[src/rtl/sc_lane_pkg.sv]
//==============================================================================
// Module  : sc_lane_pkg
// Brief   : Shared constants and preset-table helper for the lane registers.
// Rev     : 1.0  initial release
//==============================================================================
`default_nettype none

package sc_lane_pkg;

   localparam logic SC_LANE_DIR_LEFT  = 1'b0;
   localparam logic SC_LANE_DIR_RIGHT = 1'b1;

   // Upper bounds for the helper; a lane table must fit inside these.
   localparam int SC_LANE_MAX_WIDTH      = 64;
   localparam int SC_LANE_MAX_TABLE_BITS = 2048;

   function automatic logic [SC_LANE_MAX_WIDTH-1:0] sc_lane_preset_entry(
      input logic [SC_LANE_MAX_TABLE_BITS-1:0] tbl,
      input int unsigned                       width,
      input int unsigned                       idx
   );
      logic [SC_LANE_MAX_WIDTH-1:0] mask;
      mask = ~({SC_LANE_MAX_WIDTH{1'b1}} << width);
      return SC_LANE_MAX_WIDTH'(tbl >> (idx * width)) & mask;
   endfunction

endpackage

`default_nettype wire

[src/rtl/sc_lane_prescaler.sv]
//==============================================================================
// Module  : sc_lane_prescaler
// Brief   : Step-period counter producing the lane rotation tick.
// Rev     : 1.0  initial release
//==============================================================================
`default_nettype none

module sc_lane_prescaler #(
   parameter int PERIOD_WIDTH = 24
) (
   input  logic                    i_clk,
   input  logic                    i_rst,
   input  logic                    i_restart,
   input  logic                    i_run,
   input  logic [PERIOD_WIDTH-1:0] i_period,
   output logic                    o_tick
);

   localparam logic [PERIOD_WIDTH-1:0] c_ONE = PERIOD_WIDTH'(1);

   logic [PERIOD_WIDTH-1:0] r_cnt;
   logic [PERIOD_WIDTH-1:0] w_last;

   // A zero period behaves as one; >= lets a shortened period fire at once.
   assign w_last = (i_period == '0) ? '0 : (i_period - c_ONE);
   assign o_tick = i_run && (r_cnt >= w_last);

   always_ff @(posedge i_clk) begin
      if (i_rst || i_restart || !i_run || o_tick) begin
         r_cnt <= '0;
      end else begin
         r_cnt <= r_cnt + c_ONE;
      end
   end

endmodule

`default_nettype wire

[src/rtl/sc_reg_lane.sv]
//==============================================================================
// Module  : sc_reg_lane
// Brief   : Self-rotating Frogger lane register with preset load.
//           Optional cell probe enabled by defining SC_REGLANE_PROBE_EN.
// Rev     : 1.0  initial release
//==============================================================================
`default_nettype none

module sc_reg_lane
   import sc_lane_pkg::*;
#(
   parameter int                                LANE_WIDTH   = 8,
   parameter int                                NUM_PRESETS  = 8,
   parameter logic [NUM_PRESETS*LANE_WIDTH-1:0] PRESET_TABLE = '0,
   parameter logic [LANE_WIDTH-1:0]             CLEAR_VALUE  = '0,
   parameter int                                PERIOD_WIDTH = 24,
   localparam int SEL_W = (NUM_PRESETS > 1) ? $clog2(NUM_PRESETS) : 1,
   localparam int IDX_W = (LANE_WIDTH > 1) ? $clog2(LANE_WIDTH) : 1
) (
   input  logic                    SC_RegLANE_CLOCK_50,
   input  logic                    SC_RegLANE_RESET_InHigh,
   input  logic                    SC_RegLANE_clear_InLow,
   input  logic                    SC_RegLANE_load_In,
   input  logic [SEL_W-1:0]        SC_RegLANE_presetSel_In,
   input  logic                    SC_RegLANE_run_In,
   input  logic                    SC_RegLANE_dir_In,
   input  logic [PERIOD_WIDTH-1:0] SC_RegLANE_period_In,
   output logic [LANE_WIDTH-1:0]   SC_RegLANE_data_OutBUS,
   output logic                    SC_RegLANE_step_Out
`ifdef SC_REGLANE_PROBE_EN
   ,
   input  logic [IDX_W-1:0]        SC_RegLANE_probeIdx_In,
   output logic                    SC_RegLANE_hit_Out
`endif
);

   localparam logic [SC_LANE_MAX_TABLE_BITS-1:0] c_TABLE =
      SC_LANE_MAX_TABLE_BITS'(PRESET_TABLE);

   logic [LANE_WIDTH-1:0] r_lane;
   logic                  r_step;
   logic                  w_tick;
   logic                  w_restart;
   logic [LANE_WIDTH-1:0] w_presets [NUM_PRESETS];
   logic [LANE_WIDTH-1:0] w_preset;

   genvar gi;
   generate
      for (gi = 0; gi < NUM_PRESETS; gi++) begin : g_preset
         assign w_presets[gi] =
            LANE_WIDTH'(sc_lane_preset_entry(c_TABLE, LANE_WIDTH, gi));
      end
   endgenerate

   // Unmatched selects (beyond the table) fall through to CLEAR_VALUE.
   always_comb begin
      w_preset = CLEAR_VALUE;
      for (int i = 0; i < NUM_PRESETS; i++) begin
         if (SC_RegLANE_presetSel_In == SEL_W'(i)) begin
            w_preset = w_presets[i];
         end
      end
   end

   assign w_restart = !SC_RegLANE_clear_InLow || SC_RegLANE_load_In;

   sc_lane_prescaler #(
      .PERIOD_WIDTH (PERIOD_WIDTH)
   ) u_prescaler (
      .i_clk     (SC_RegLANE_CLOCK_50),
      .i_rst     (SC_RegLANE_RESET_InHigh),
      .i_restart (w_restart),
      .i_run     (SC_RegLANE_run_In),
      .i_period  (SC_RegLANE_period_In),
      .o_tick    (w_tick)
   );

   always_ff @(posedge SC_RegLANE_CLOCK_50) begin
      if (SC_RegLANE_RESET_InHigh) begin
         r_lane <= '0;
         r_step <= 1'b0;
      end else begin
         r_step <= 1'b0;
         if (!SC_RegLANE_clear_InLow) begin
            r_lane <= CLEAR_VALUE;
         end else if (SC_RegLANE_load_In) begin
            r_lane <= w_preset;
         end else if (w_tick) begin
            r_step <= 1'b1;
            case (SC_RegLANE_dir_In)
               SC_LANE_DIR_LEFT:  r_lane <= {r_lane[LANE_WIDTH-2:0], r_lane[LANE_WIDTH-1]};
               SC_LANE_DIR_RIGHT: r_lane <= {r_lane[0], r_lane[LANE_WIDTH-1:1]};
            endcase
         end
      end
   end

   assign SC_RegLANE_data_OutBUS = r_lane;
   assign SC_RegLANE_step_Out    = r_step;

`ifdef SC_REGLANE_PROBE_EN
   logic r_hit;
   logic w_probe;

   always_comb begin
      w_probe = 1'b0;
      for (int i = 0; i < LANE_WIDTH; i++) begin
         if (SC_RegLANE_probeIdx_In == IDX_W'(i)) begin
            w_probe = r_lane[i];
         end
      end
   end

   always_ff @(posedge SC_RegLANE_CLOCK_50) begin
      if (SC_RegLANE_RESET_InHigh) begin
         r_hit <= 1'b0;
      end else begin
         r_hit <= w_probe;
      end
   end

   assign SC_RegLANE_hit_Out = r_hit;
`else
   // Without the probe the lane is observable only on data_OutBUS.
`endif

endmodule

`default_nettype wire
[config.mk]
export PLATFORM = sky130hd
export DESIGN_NAME = sc_reg_lane
export DESIGN_NICKNAME = d
export VERILOG_FILES = /design/src/rtl/sc_lane_pkg.sv /design/src/rtl/sc_lane_prescaler.sv /design/src/rtl/sc_reg_lane.sv
export SDC_FILE = /design/constraint.sdc
export NUM_CORES = 1
export LEC_CHECK = 0
export ABC_CLOCK_PERIOD_IN_PS = 6300
export CAP_MARGIN = 5
export CORE_ASPECT_RATIO = 0.7
export CORE_MARGIN = 2
export CORE_UTILIZATION = 30
export DETAILED_ROUTE_END_ITERATION = 8
export PLACE_DENSITY_LB_ADDON = 0.3
export SLEW_MARGIN = 20
export SYNTH_ARGS = -nofsm -noshare
export SYNTH_HDL_FRONTEND = slang
export SYNTH_SLANG_ARGS = --single-unit
[constraint.sdc]
create_clock -name SC_RegLANE_CLOCK_50 -period 6.3 [get_ports SC_RegLANE_CLOCK_50]
set_input_delay 1.26 -clock SC_RegLANE_CLOCK_50 [delete_from_list [all_inputs] [get_ports SC_RegLANE_CLOCK_50]]
set_output_delay 1.26 -clock SC_RegLANE_CLOCK_50 [all_outputs]
set_load 0.1 [all_outputs]
# Word level (Yosys, flattened, before mapping)
# Index checks and enable logic that the tools add are counted.
dict set report op_classes {
  n_lt_le_gt_ge 1
  mux 3
  n_reduce_logical 9
  bitwise_logic 2
  n_addsub 2
}
# operator count
set ops {}
lappend ops {{$add 24x1->24 const B} 1}
lappend ops {{$ge 24x24->1} 1}
lappend ops {{$logic_not 24->1} 1}
lappend ops {{$mux 24} 1}
lappend ops {{$sub 24x1->24 const B} 1}
lappend ops {{$pmux 8 s2} 1}
lappend ops {{$logic_or 1x1->1} 4}
lappend ops {{$reduce_or 3->1} 1}
lappend ops {{$logic_not 1->1} 2}
lappend ops {{$not 1->1} 2}
lappend ops {{$logic_and 1x1->1} 1}
lappend ops {{$mux 1} 1}
dict set report word_totals {
  out_inout_bits 9
  input_bits 33
  elab_cells 20
  register_bits 33
}

# Longest topological paths before layout
# Gate-level depths: netlist of the first run.
dict set report logic_depth {
  depth_word 5
  depth_mapped 16
  ltp_nobuf 14
}

# Hierarchy
# Synthesis of the first run repeated with hierarchy kept, for this count alone.
dict set report hier_totals {
  cells_unflattened 311
  area_unflattened_um2 2534.9
}
# mod instances cells_each area_per_inst_um2 seq_area_each_um2
set by_module_without_submodules {}
lappend by_module_without_submodules {sc_lane_prescaler 1 270 2129.5 480.5}
lappend by_module_without_submodules {sc_reg_lane 1 41 405.4 180.2}

# Worst setup path before layout of the first run
# OpenSTA, ideal clock, no wires.
dict set report synth_timing {
  path_type {in2reg}
  startpoint {in SC_RegLANE_period_In[11]}
  endpoint {reg u_prescaler.r_cnt[10]}
  path_slack_ps 1934
  n_path_buf 3
  setup_time_ps 65
  stages 14
  arrival_ps 4301
  t_required_ps 6235
  path_cell_list {or4_4 -> nor4_4 -> and4_1 -> clkbuf_1 -> nor2_1 -> ha_1 -> nand2b_1 -> a211oi_1 -> o221ai_1 -> and4_1 -> or3_1 -> clkbuf_1 -> clkbuf_1 -> nor2_1}
}
dict set report synth_via {
  elab_chain_cells 5
  elab_cells_between_ends 6
  classes_between {1 x add/sub; 1 x order compare; 1 x mux; 3 x reduce/logical}
}
# item line_no
set synth_rtl {}
lappend synth_rtl {{start: declaration} sc_reg_lane.sv:27} ;# input logic [PERIOD_WIDTH-1:0] SC_RegLANE_period_In,
lappend synth_rtl {{$sub 24x1->24 or $logic_not 24->1 (tied branches)} sc_lane_prescaler.sv:25} ;# assign w_last = (i_period == '0) ? '0 : (i_period - c_ONE);
lappend synth_rtl {{$mux 24 *} sc_lane_prescaler.sv:25}
lappend synth_rtl {{$ge 24x24->1 *} sc_lane_prescaler.sv:26} ;# assign o_tick = i_run && (r_cnt >= w_last);
lappend synth_rtl {{$logic_and 1x1->1 *} sc_lane_prescaler.sv:26}
lappend synth_rtl {{$logic_or 1x1->1 *} sc_lane_prescaler.sv:29} ;# if (i_rst || i_restart || !i_run || o_tick) begin
lappend synth_rtl {{end signal: assignment} sc_lane_prescaler.sv:32} ;# r_cnt <= r_cnt + c_ONE;
lappend synth_rtl {{end: declaration} sc_lane_prescaler.sv:21} ;# logic [PERIOD_WIDTH-1:0] r_cnt;
# Mark *: on every way between the ends. The rest lies on a longest branch, timed or not.
# A chain may end at the register's enable or synchronous reset.

# Final worst setup path of the first run
dict set report layout_timing {
  startpoint {in SC_RegLANE_period_In[17]}
  endpoint {reg u_prescaler.r_cnt[12]}
}
# Same word-level chain as after synthesis.

==> impl_metrics.ini, run 1 <==
[cts]
cts_hold_buffers = 0
root_buffer = clkbuf_16
cts_max_level = 2
clk_path_buf_depth = 2
cts_tree = built
clk_latency_ns = 0.28
cts_setup_buffers = 0
clk_pin_slew_ns = 0.06
cts.sinks = 33
ctsResizeCount = 0
cts_buffers = 5

[worst_setup_path]
cp_top_family = simple AND/OR/NAND/NOR gates
cp_num_buf_inv = 1
end_kind = flip-flop
cp_data_arrival_time_ns = 5.36
setup.worst_path.start_class = input port
path_max_fanout = 24
critical_path_class = in2reg
critPathMaxStageDelay_ns = 0.73
cp.required_ns = 6.51
path_cells = clkdlybuf4s50_1, or4_1, nor4_1, and4_1, nor2_1, ha_1, nand2b_1, a211oi_1, o221ai_1, and4_1, or3_1, nor2_1
slowest_stage = or3_1

[power]
p_int_mw = 0.3843
power_density_nw_per_um2 = 161.6
peakVddDrop_mv = 0.07336
combPwrFrac = 0.117
finalPower_mw = 0.5076
switching_share = 0.2430
pwr-share-clk = 0.471
switching_power_mw = 0.1233
pwr-share-seq = 0.412
power_leakage_nw = 1.157

[floorplan]
rows = 27
dieArea_um2 = 9169
core-area_um2 = 8006
ios = 42
die_h_um = 80.72
start_util = 0.3150
die-width_um = 113.6

[routing]
drtAntennaViolNets = 0
drt_pass1_iterations = 4
drt-total-wl_um = 5933
wl_met3_um = 225
wl_met1_um = 3346
detail_route.wl_per_cell_um = 12.73
drc = 0
vias_per_cell = 5.045
drtIter0Drc = 88
num_vias = 2351
highest_layer = met4
dr_wl_met2_um = 2264

[worst_hold_path]
hp-class = reg2reg

[run_status]
outcome = completed

[layout]
fillers = 797
finish.utilization = 0.3924
nets = 424
final_cells = 466
antennaDiodeCount = 0
drive_gt1_frac = 0.04658
syn2layout_area_growth_pct = 24.55

[sta]
setup_viol = 0
max_slew.worst_pin.slew_ns = 0.9695
fin_skew_ns = 0.004025
slew_violations = 0
setup_ws_ns = 1.149
layout_min_cycle_time_ns = 5.151
hold_viol = 0
slew_headroom = 0.3516
max_freq_ghz = 0.1942
fin_tns_setup_ns = 0
rsz0062_at_grt = no
period_share = 0.8175

[synthesis]
yosys-top-cells-count = nand2_1 (44), nor2_1 (43), dfxtp_1 (33)
synth-seq-area-share = 0.2619
synth_most_common_cell = nand2_1
synthCells = 328
synth-main-ff-cell = dfxtp_1
ys_ff_latch = 33
yosys_warnings = 0
synth_edf_count = 0
yosysTopAreaCellShare = 0.2619
synth_nets = 388
ys_types = 36
syn_area_um2 = 2522
async_reset_ff_frac = 0
synth_area_per_cell_um2 = 7.690
synth_area_leader_cell = dfxtp_1
ys_top_cells_by_area = dfxtp_1 (26%), ha_1 (13%), xor2_1 (7.6%)

[grt]
gr-usage-all-layers = 0.1403
grt.overflow.total = 0
grt_pass1_vias = 2256
grt_max_degree = 25
grt_pass1_wl_um = 10290
antenna_found_initial = 0

[placement]
io_buffers = 38
dp_hpwl_um = 4759
pre_cts_slack_ns = 0.8562
place_congestion = 0.8398
dpl.cell_count = 458

[job]
cap_violations = 0
worst paths after layout:
kind | start | slack, ns | to | cells after the start
max | SC_RegLANE_period_In[17] | 1.15 | u_prescaler.r_cnt[12]$_SDFF_PP0_ | 12
min | u_prescaler.r_cnt[0]$_SDFF_PP0_ | 0.48 | u_prescaler.r_cnt[0]$_SDFF_PP0_ | 1
min reg2reg | u_prescaler.r_cnt[0]$_SDFF_PP0_ | 0.48 | u_prescaler.r_cnt[0]$_SDFF_PP0_ | 1
max reg2reg | u_prescaler.r_cnt[0]$_SDFF_PP0_ | 3.62 | u_prescaler.r_cnt[12]$_SDFF_PP0_ | 8
cell type report:
class,count,area (um^2),area share
clock buffers,5,125.1,0.03982
clock inverters,3,17.52,0.005575
inverters,16,60.06,0.01912
multi-input cells,269,1764,0.5615
flip-flops and latches,33,660.6,0.2103
well taps,101,126.4,0.04022
repair buffers,39,387.9,0.1235
flip-flops by register name (all words and copies together), names as in the netlist:
register	cells
SC_RegLANE_data_OutBUS	8
SC_RegLANE_step_Out	1
u_prescaler.r_cnt	24
cells by family after synthesis:
kind of cell | synth area share
AOI/OAI and AO/OA | 0.1255
xor gates and xnor gates | 0.1319
adders and majority gates | 0.1339
buffers and inverters | 0.03869
DFF | 0.2619
muxes | 0.007937
and+or+nand+nor | 0.3001
worst reg2reg max path: cells and delay by family (launching register included):
family                     cells  cell delay (ns)
buffers and inverters          1             0.07
AOI/OAI and AO/OA              2             0.52
and+or+nand+nor                4             1.34
DFF                            1             0.39
adders and majority gates      1             0.29
power groups by stage:
stage	clock network [mW]	registers [mW]	logic (mW)
2_1_floorplan	0	0.214	0.0289
3_3_place_gp	0	0.214	0.0582
3_5_place_dp	0	0.214	0.0593
4_1_cts	0.246	0.209	0.0596
5_1_grt	0.255	0.209	0.0663
6_report	0.239	0.209	0.0596
per-stage QoR:
stage	area, um^2	hold slack [ns]
after floorplan	2522	0.4373
after global placement	2999	0.4632
after detailed placement	2999	0.4700
after CTS	3142	0.4836
after global routing	3142	0.5250
final	3142	0.4760
layout by cell type (no fill, tap or decap), types with 2 or more instances in the layout:
| cell | instances |
|---|---|
| dfxtp_1 | 33 |
| nor3_1 | 11 |
| clkdlybuf4s50_1 | 38 |
| clkinv_2 | 2 |
| a21oi_1 | 21 |
| xor2_1 | 22 |
| nor2b_1 | 2 |
| o21ai_0 | 6 |
| clkbuf_16 | 5 |
| nand2b_1 | 5 |
| and4_1 | 4 |
| inv_1 | 16 |
| nor4_1 | 4 |
| ha_1 | 27 |
| and3_1 | 4 |
| nand4_1 | 10 |
| or4_1 | 2 |
| nand3_1 | 7 |
| o211ai_1 | 8 |
| or3_1 | 3 |
| mux2i_1 | 2 |
| or2_2 | 3 |
| a211oi_1 | 11 |
| o41ai_1 | 2 |
| nand2_1 | 44 |
| nor2_1 | 43 |
| xnor2_1 | 16 |
| or4_4 | 2 |
routing by layer:
| metal | global-route usage | up-vias |
|---|---|---|
| li1 | - | 1230 |
| met1 | 0.2029 | 1059 |
| met4 | 0.04878 | 0 |
| met3 | 0.03094 | 12 |
| met5 | 0 | - |
| met2 | 0.2042 | 50 |
Power figures use the tool's default switching activity.
==> run 2, diff against run 1 <==
--- a/config.mk
+++ b/config.mk
@@ -5,7 +5,7 @@
 export SDC_FILE = /design/constraint.sdc
 export NUM_CORES = 1
 export LEC_CHECK = 0
-export ABC_CLOCK_PERIOD_IN_PS = 6300
+export ABC_CLOCK_PERIOD_IN_PS = 5200
 export CAP_MARGIN = 5
 export CORE_ASPECT_RATIO = 0.7
 export CORE_MARGIN = 2
==> constraint.sdc (replaced) <==
create_clock -name SC_RegLANE_CLOCK_50 -period 5.2 [get_ports SC_RegLANE_CLOCK_50]
set_input_delay 1.04 -clock SC_RegLANE_CLOCK_50 [delete_from_list [all_inputs] [get_ports SC_RegLANE_CLOCK_50]]
set_output_delay 1.04 -clock SC_RegLANE_CLOCK_50 [all_outputs]
set_load 0.1 [all_outputs]
==> run 2 against run 1 <==
Via count is 1.3% lower. Sequential power rose by 22%. Final area is 1.9% higher. Core utilization grew 0.75 points. Critical path type unchanged. Largest power group unchanged.
==> impl_metrics.ini, run 2 (synthesis results as in run 1) <==
[worst_setup_path]
cp_top_family = simple AND/OR/NAND/NOR gates
reg2reg_from = u_prescaler.r_cnt[0]$_SDFF_PP0_
cp_num_buf_inv = 2
cp.required_ns = 5.41
critical_path_class = in2reg
reg2reg_depth = 9
end_kind = flip-flop
rr_endpoint = u_prescaler.r_cnt[19]$_SDFF_PP0_
path_max_fanout = 12
critPathLaunch = SC_RegLANE_period_In[9]
critPathMaxStageDelay_ns = 0.59
setup.worst_path.start_class = input port
rrSetupSlack_ns = 2.82
cp_data_arrival_time_ns = 4.79
slowest_stage = or4_4
path_cells = clkdlybuf4s50_1, or4_4, nor4_4, nand3_2, or4_4, nor3_2, a21oi_1, ha_1, a21oi_1, o21ai_0, nand2b_1, nand3_1, or3_1, buf_4, nor2_1

[placement]
place_congestion = 0.7783
dpl.cell_count = 462
io_buffers = 38
dp_hpwl_um = 4813

[worst_hold_path]
hp-class = reg2reg
worstHoldPathCells = 1
min_to = u_prescaler.r_cnt[0]$_SDFF_PP0_
min_from = u_prescaler.r_cnt[0]$_SDFF_PP0_

[layout]
top_register = u_prescaler.r_cnt
regArea_um2 = 660.6
final_common_cell = nand2_1
antennaDiodeCount = 0
fillers = 834
nets = 428
final_cells = 470
largest_reg_flops = 24
drive_gt1_frac = 0.05420
syn2layout_area_growth_pct = 26.93
multi_input_area_um2 = 1764
final_cell_mix = nand2_1 (44), nor2_1 (43), clkdlybuf4s50_1 (38), dfxtp_1 (33), ha_1 (27)

[cts]
cts_setup_buffers = 0
cts_tree = built
cts_hold_buffers = 0
cts.sinks = 33
clk_path_buf_depth = 2
clk_latency_ns = 0.28
root_buffer = clkbuf_16
clk_pin_slew_ns = 0.05
ctsResizeCount = 0
cts_max_level = 2
cts_buffers = 5

[sta]
slew_headroom = 0.3439
hold_ws_ns = 0.4806
layout_min_cycle_time_ns = 4.580
period_share = 0.8808
hold_viol = 0
fin_skew_ns = 0.004607
fin_tns_setup_ns = 0
max_freq_ghz = 0.2183
slew_violations = 0
max_slew.worst_pin.slew_ns = 0.9811
rsz0062_at_grt = no
setup_viol = 0

[floorplan]
die-width_um = 113.6
ios = 42
dieArea_um2 = 9169
start_util = 0.3150
die_h_um = 80.72
core-area_um2 = 8006
rows = 27

[routing]
drt-total-wl_um = 5966
vias_per_cell = 4.936
drtIter0Drc = 93
detail_route.wl_per_cell_um = 12.69
drtAntennaViolNets = 0
drc = 0
drt_pass1_iterations = 6
num_vias = 2320

[grt]
grt.overflow.total = 0
gr-usage-all-layers = 0.1405
grt_pass1_vias = 2123
antenna_found_initial = 0
grt_pass1_wl_um = 10210
grt_max_degree = 18

[power]
peakVddDrop_mv = 0.1876
finalPower_mw = 0.6721
power_density_nw_per_um2 = 209.9
power_leakage_nw = 1.190

[run_status]
outcome = completed

[job]
cap_violations = 0
==> run 2: changes by cell type in the layout (fill, tap and decap cells not counted) <==
cell	previous run	this run
bufinv_16	0	1
clkbuf_1	0	1
buf_4	1	5
clkbuf_8	0	1
clkinv_2	2	0
clkinvlp_4	1	0
==> run 2: how the worst max path moves through the flow <==
stage                     depth (start not counted)  slack [ns]                                to
after floorplan                                  14        1.05  u_prescaler.r_cnt[10]$_SDFF_PP0_
after detailed placement                         15        0.35   u_prescaler.r_cnt[2]$_SDFF_PP0_
final                                            15        0.62  u_prescaler.r_cnt[19]$_SDFF_PP0_
after CTS                                        15        0.62  u_prescaler.r_cnt[16]$_SDFF_PP0_
after global placement                           15        0.44  u_prescaler.r_cnt[17]$_SDFF_PP0_
after global routing                             15        0.36  u_prescaler.r_cnt[10]$_SDFF_PP0_
==> run 2: where the power goes <==
| part | switching (mW) | internal (mW) |
|---|---|---|
| combinational | 0.0352 | 0.0374 |
| sequential | 0.000277 | 0.253 |
| clock | 0.107 | 0.239 |
==> run 2: layer usage <==
metal,GRT usage,vias up,part of all wire
met2,0.1976,48,0.39
met1,0.2099,1026,0.53
met5,0,-,0
li1,-,1238,-
met3,0.03019,8,0.061
met4,0.04634,0,0.012
==> run 2: metrics by stage <==
stage                       util  instance area (um^2)  setup slack, ns
after global routing      0.3999                  3202           0.3580
after floorplan                -                  2522            1.054
after detailed placement  0.3783                  3029           0.3504
after global placement    0.3783                  3029           0.4363
final                     0.3999                  3202           0.6198
after CTS                 0.3999                  3202           0.6163
==> run 2: layout make-up <==
type	count	area share
multi-input combinational	269	0.5510
inverter	16	0.01876
clock inverter	1	0.009379
timing repair buffer	43	0.1305
tap	101	0.03947
sequential	33	0.2063
clock buffer	7	0.04455
==> run 3, diff against run 2 <==
--- a/config.mk
+++ b/config.mk
@@ -7,11 +7,12 @@
 export LEC_CHECK = 0
 export ABC_CLOCK_PERIOD_IN_PS = 5200
 export CAP_MARGIN = 5
-export CORE_ASPECT_RATIO = 0.7
 export CORE_MARGIN = 2
 export CORE_UTILIZATION = 30
+export CTS_BUF_LIST = sky130_fd_sc_hd__clkbuf_2
 export DETAILED_ROUTE_END_ITERATION = 8
 export PLACE_DENSITY_LB_ADDON = 0.3
+export SETUP_SLACK_MARGIN = 0.4
 export SLEW_MARGIN = 20
 export SYNTH_ARGS = -nofsm -noshare
 export SYNTH_HDL_FRONTEND = slang
==> run 3 against run 2 <==
Register-to-register slack hardly changed. Worst hold slack better by 0.019 ns. Highest routed layer unchanged. Largest cell class unchanged. Critical path type unchanged. First-iteration DRC count is 11% lower.
==> impl_metrics.ini, run 3 (synthesis results as in run 1) <==
[run_status]
outcome = completed

[grt]
top_usage_layer = met2
grt_pass1_wl_um = 10140
grt_pass1_vias = 2232
met1_usage = 0.1806
grt_use_met2 = 0.2343
grt.overflow.total = 0
grt_max_degree = 18
antenna_found_initial = 1
gr-usage-all-layers = 0.1408
use_met3 = 0.03289

[sta]
max_freq_ghz = 0.2246
slew_headroom = 0.3560
slew_violations = 0
period_share = 0.8564
hold_viol = 0
max_slew.worst_pin.slew_ns = 0.9630
setup_viol = 0
fin_tns_setup_ns = 0
layout_min_cycle_time_ns = 4.453
fin_skew_ns = 0.03003
rsz0062_at_grt = no

[worst_hold_path]
min_from = u_prescaler.r_cnt[0]$_SDFF_PP0_
hp-class = reg2reg

[routing]
drtAntennaViolNets = 0
drc = 0
vias_per_cell = 4.901
drt_pass1_iterations = 4
num_vias = 2328
drtIter0Drc = 83
detail_route.wl_per_cell_um = 12.27
drt-total-wl_um = 5829

[worst_setup_path]
setup.worst_path.start_class = input port
cp.required_ns = 5.53
cp_data_arrival_time_ns = 4.79
path_max_fanout = 15
critical_path_class = in2reg
reg2reg_from = u_prescaler.r_cnt[0]$_SDFF_PP0_
end_kind = flip-flop
critPathLaunch = SC_RegLANE_period_In[9]

[floorplan]
dieArea_um2 = 9158
die_h_um = 95.70
ios = 42
start_util = 0.3085
die-width_um = 95.70
core-area_um2 = 8175
rows = 33

[cts]
cts.sinks = 33
clk_path_buf_depth = 2
clk_pin_slew_ns = 0.17
cts_setup_buffers = 0
root_buffer = clkbuf_2
clk_latency_ns = 0.40
cts_tree = built
cts_buffers = 5
cts_max_level = 2
ctsResizeCount = 0
cts_hold_buffers = 0

[power]
power_density_nw_per_um2 = 146.7
finalPower_mw = 0.4517
peakVddDrop_mv = 0.06133
power_leakage_nw = 1.134

[layout]
regArea_um2 = 660.6
final_cells = 475
drive_gt1_frac = 0.05691
stdcell_area_um2 = 3079
largest_reg_flops = 24
nets = 428
fillers = 865
final_common_cell = nand2_1
multi_input_area_um2 = 1764
syn2layout_area_growth_pct = 22.07
top_register = u_prescaler.r_cnt
final_cell_mix = nand2_1 (44), nor2_1 (43), clkdlybuf4s50_1 (38), dfxtp_1 (33), ha_1 (27)

[placement]
dpl.cell_count = 466
dp_hpwl_um = 4629
placed_area_um2 = 3034
io_buffers = 38
place_congestion = 0.8284

[job]
cap_violations = 0
[run 3: area by class of cell]
class                   instances  share of cell area
clock inverters                 3            0.005689
well taps                     105             0.04267
clock buffers                   5            0.008127
flip-flops and latches         33              0.2145
multi-input cells             269              0.5729
inverters                      16             0.01950
diodes                          1           0.0008127
repair buffers                 43              0.1357
[run 3: through the flow]
step                      hold WS [ns]    util  worst slack [ns]
final                           0.4997  0.3766            0.7468
after CTS                       0.5034  0.3763            0.7682
after detailed placement        0.4658  0.3711            0.3572
after global placement          0.4638  0.3711            0.4228
after floorplan                 0.4373       -             1.054
after global routing            0.5355  0.3766            0.4945
[run 3: worst paths after layout]
check / to / slack [ns] / depth (start not counted)
setup / recovery: u_prescaler.r_cnt[6]$_SDFF_PP0_ / 0.75 / 15
hold reg to reg: u_prescaler.r_cnt[0]$_SDFF_PP0_ / 0.50 / 1
hold / removal: u_prescaler.r_cnt[0]$_SDFF_PP0_ / 0.50 / 1
setup reg to reg: u_prescaler.r_cnt[6]$_SDFF_PP0_ / 2.83 / 9
[run 3: where the power goes]
group	internal [mW]	total [mW]	switching [mW]
logic	0.0375	0.0717	0.0342
registers	0.253	0.254	0.000286
clock network	0.0313	0.126	0.0950
total	0.322	0.452	0.129
[run 3: critical path, cell delays in order]
cell and delay (ns):
clkdlybuf4s50_1 0.47, or4_4 0.60, nor4_4 0.34, nand3_2 0.20, or4_4 0.48, nor3_2 0.11
a21oi_1 0.07, ha_1 0.31, nand4_1 0.08, nor2_1 0.09, a21oi_1 0.17, nand3_1 0.10
or3_1 0.39, buf_4 0.21, nor2_1 0.12
[run 3: layer usage]
| metal | part of all wire | vias up |
|---|---|---|
| li1 | - | 1237 |
| met1 | 0.50 | 1048 |
| met2 | 0.45 | 37 |
| met3 | 0.040 | 6 |
| met4 | 0.013 | 0 |
| met5 | 0 | - |
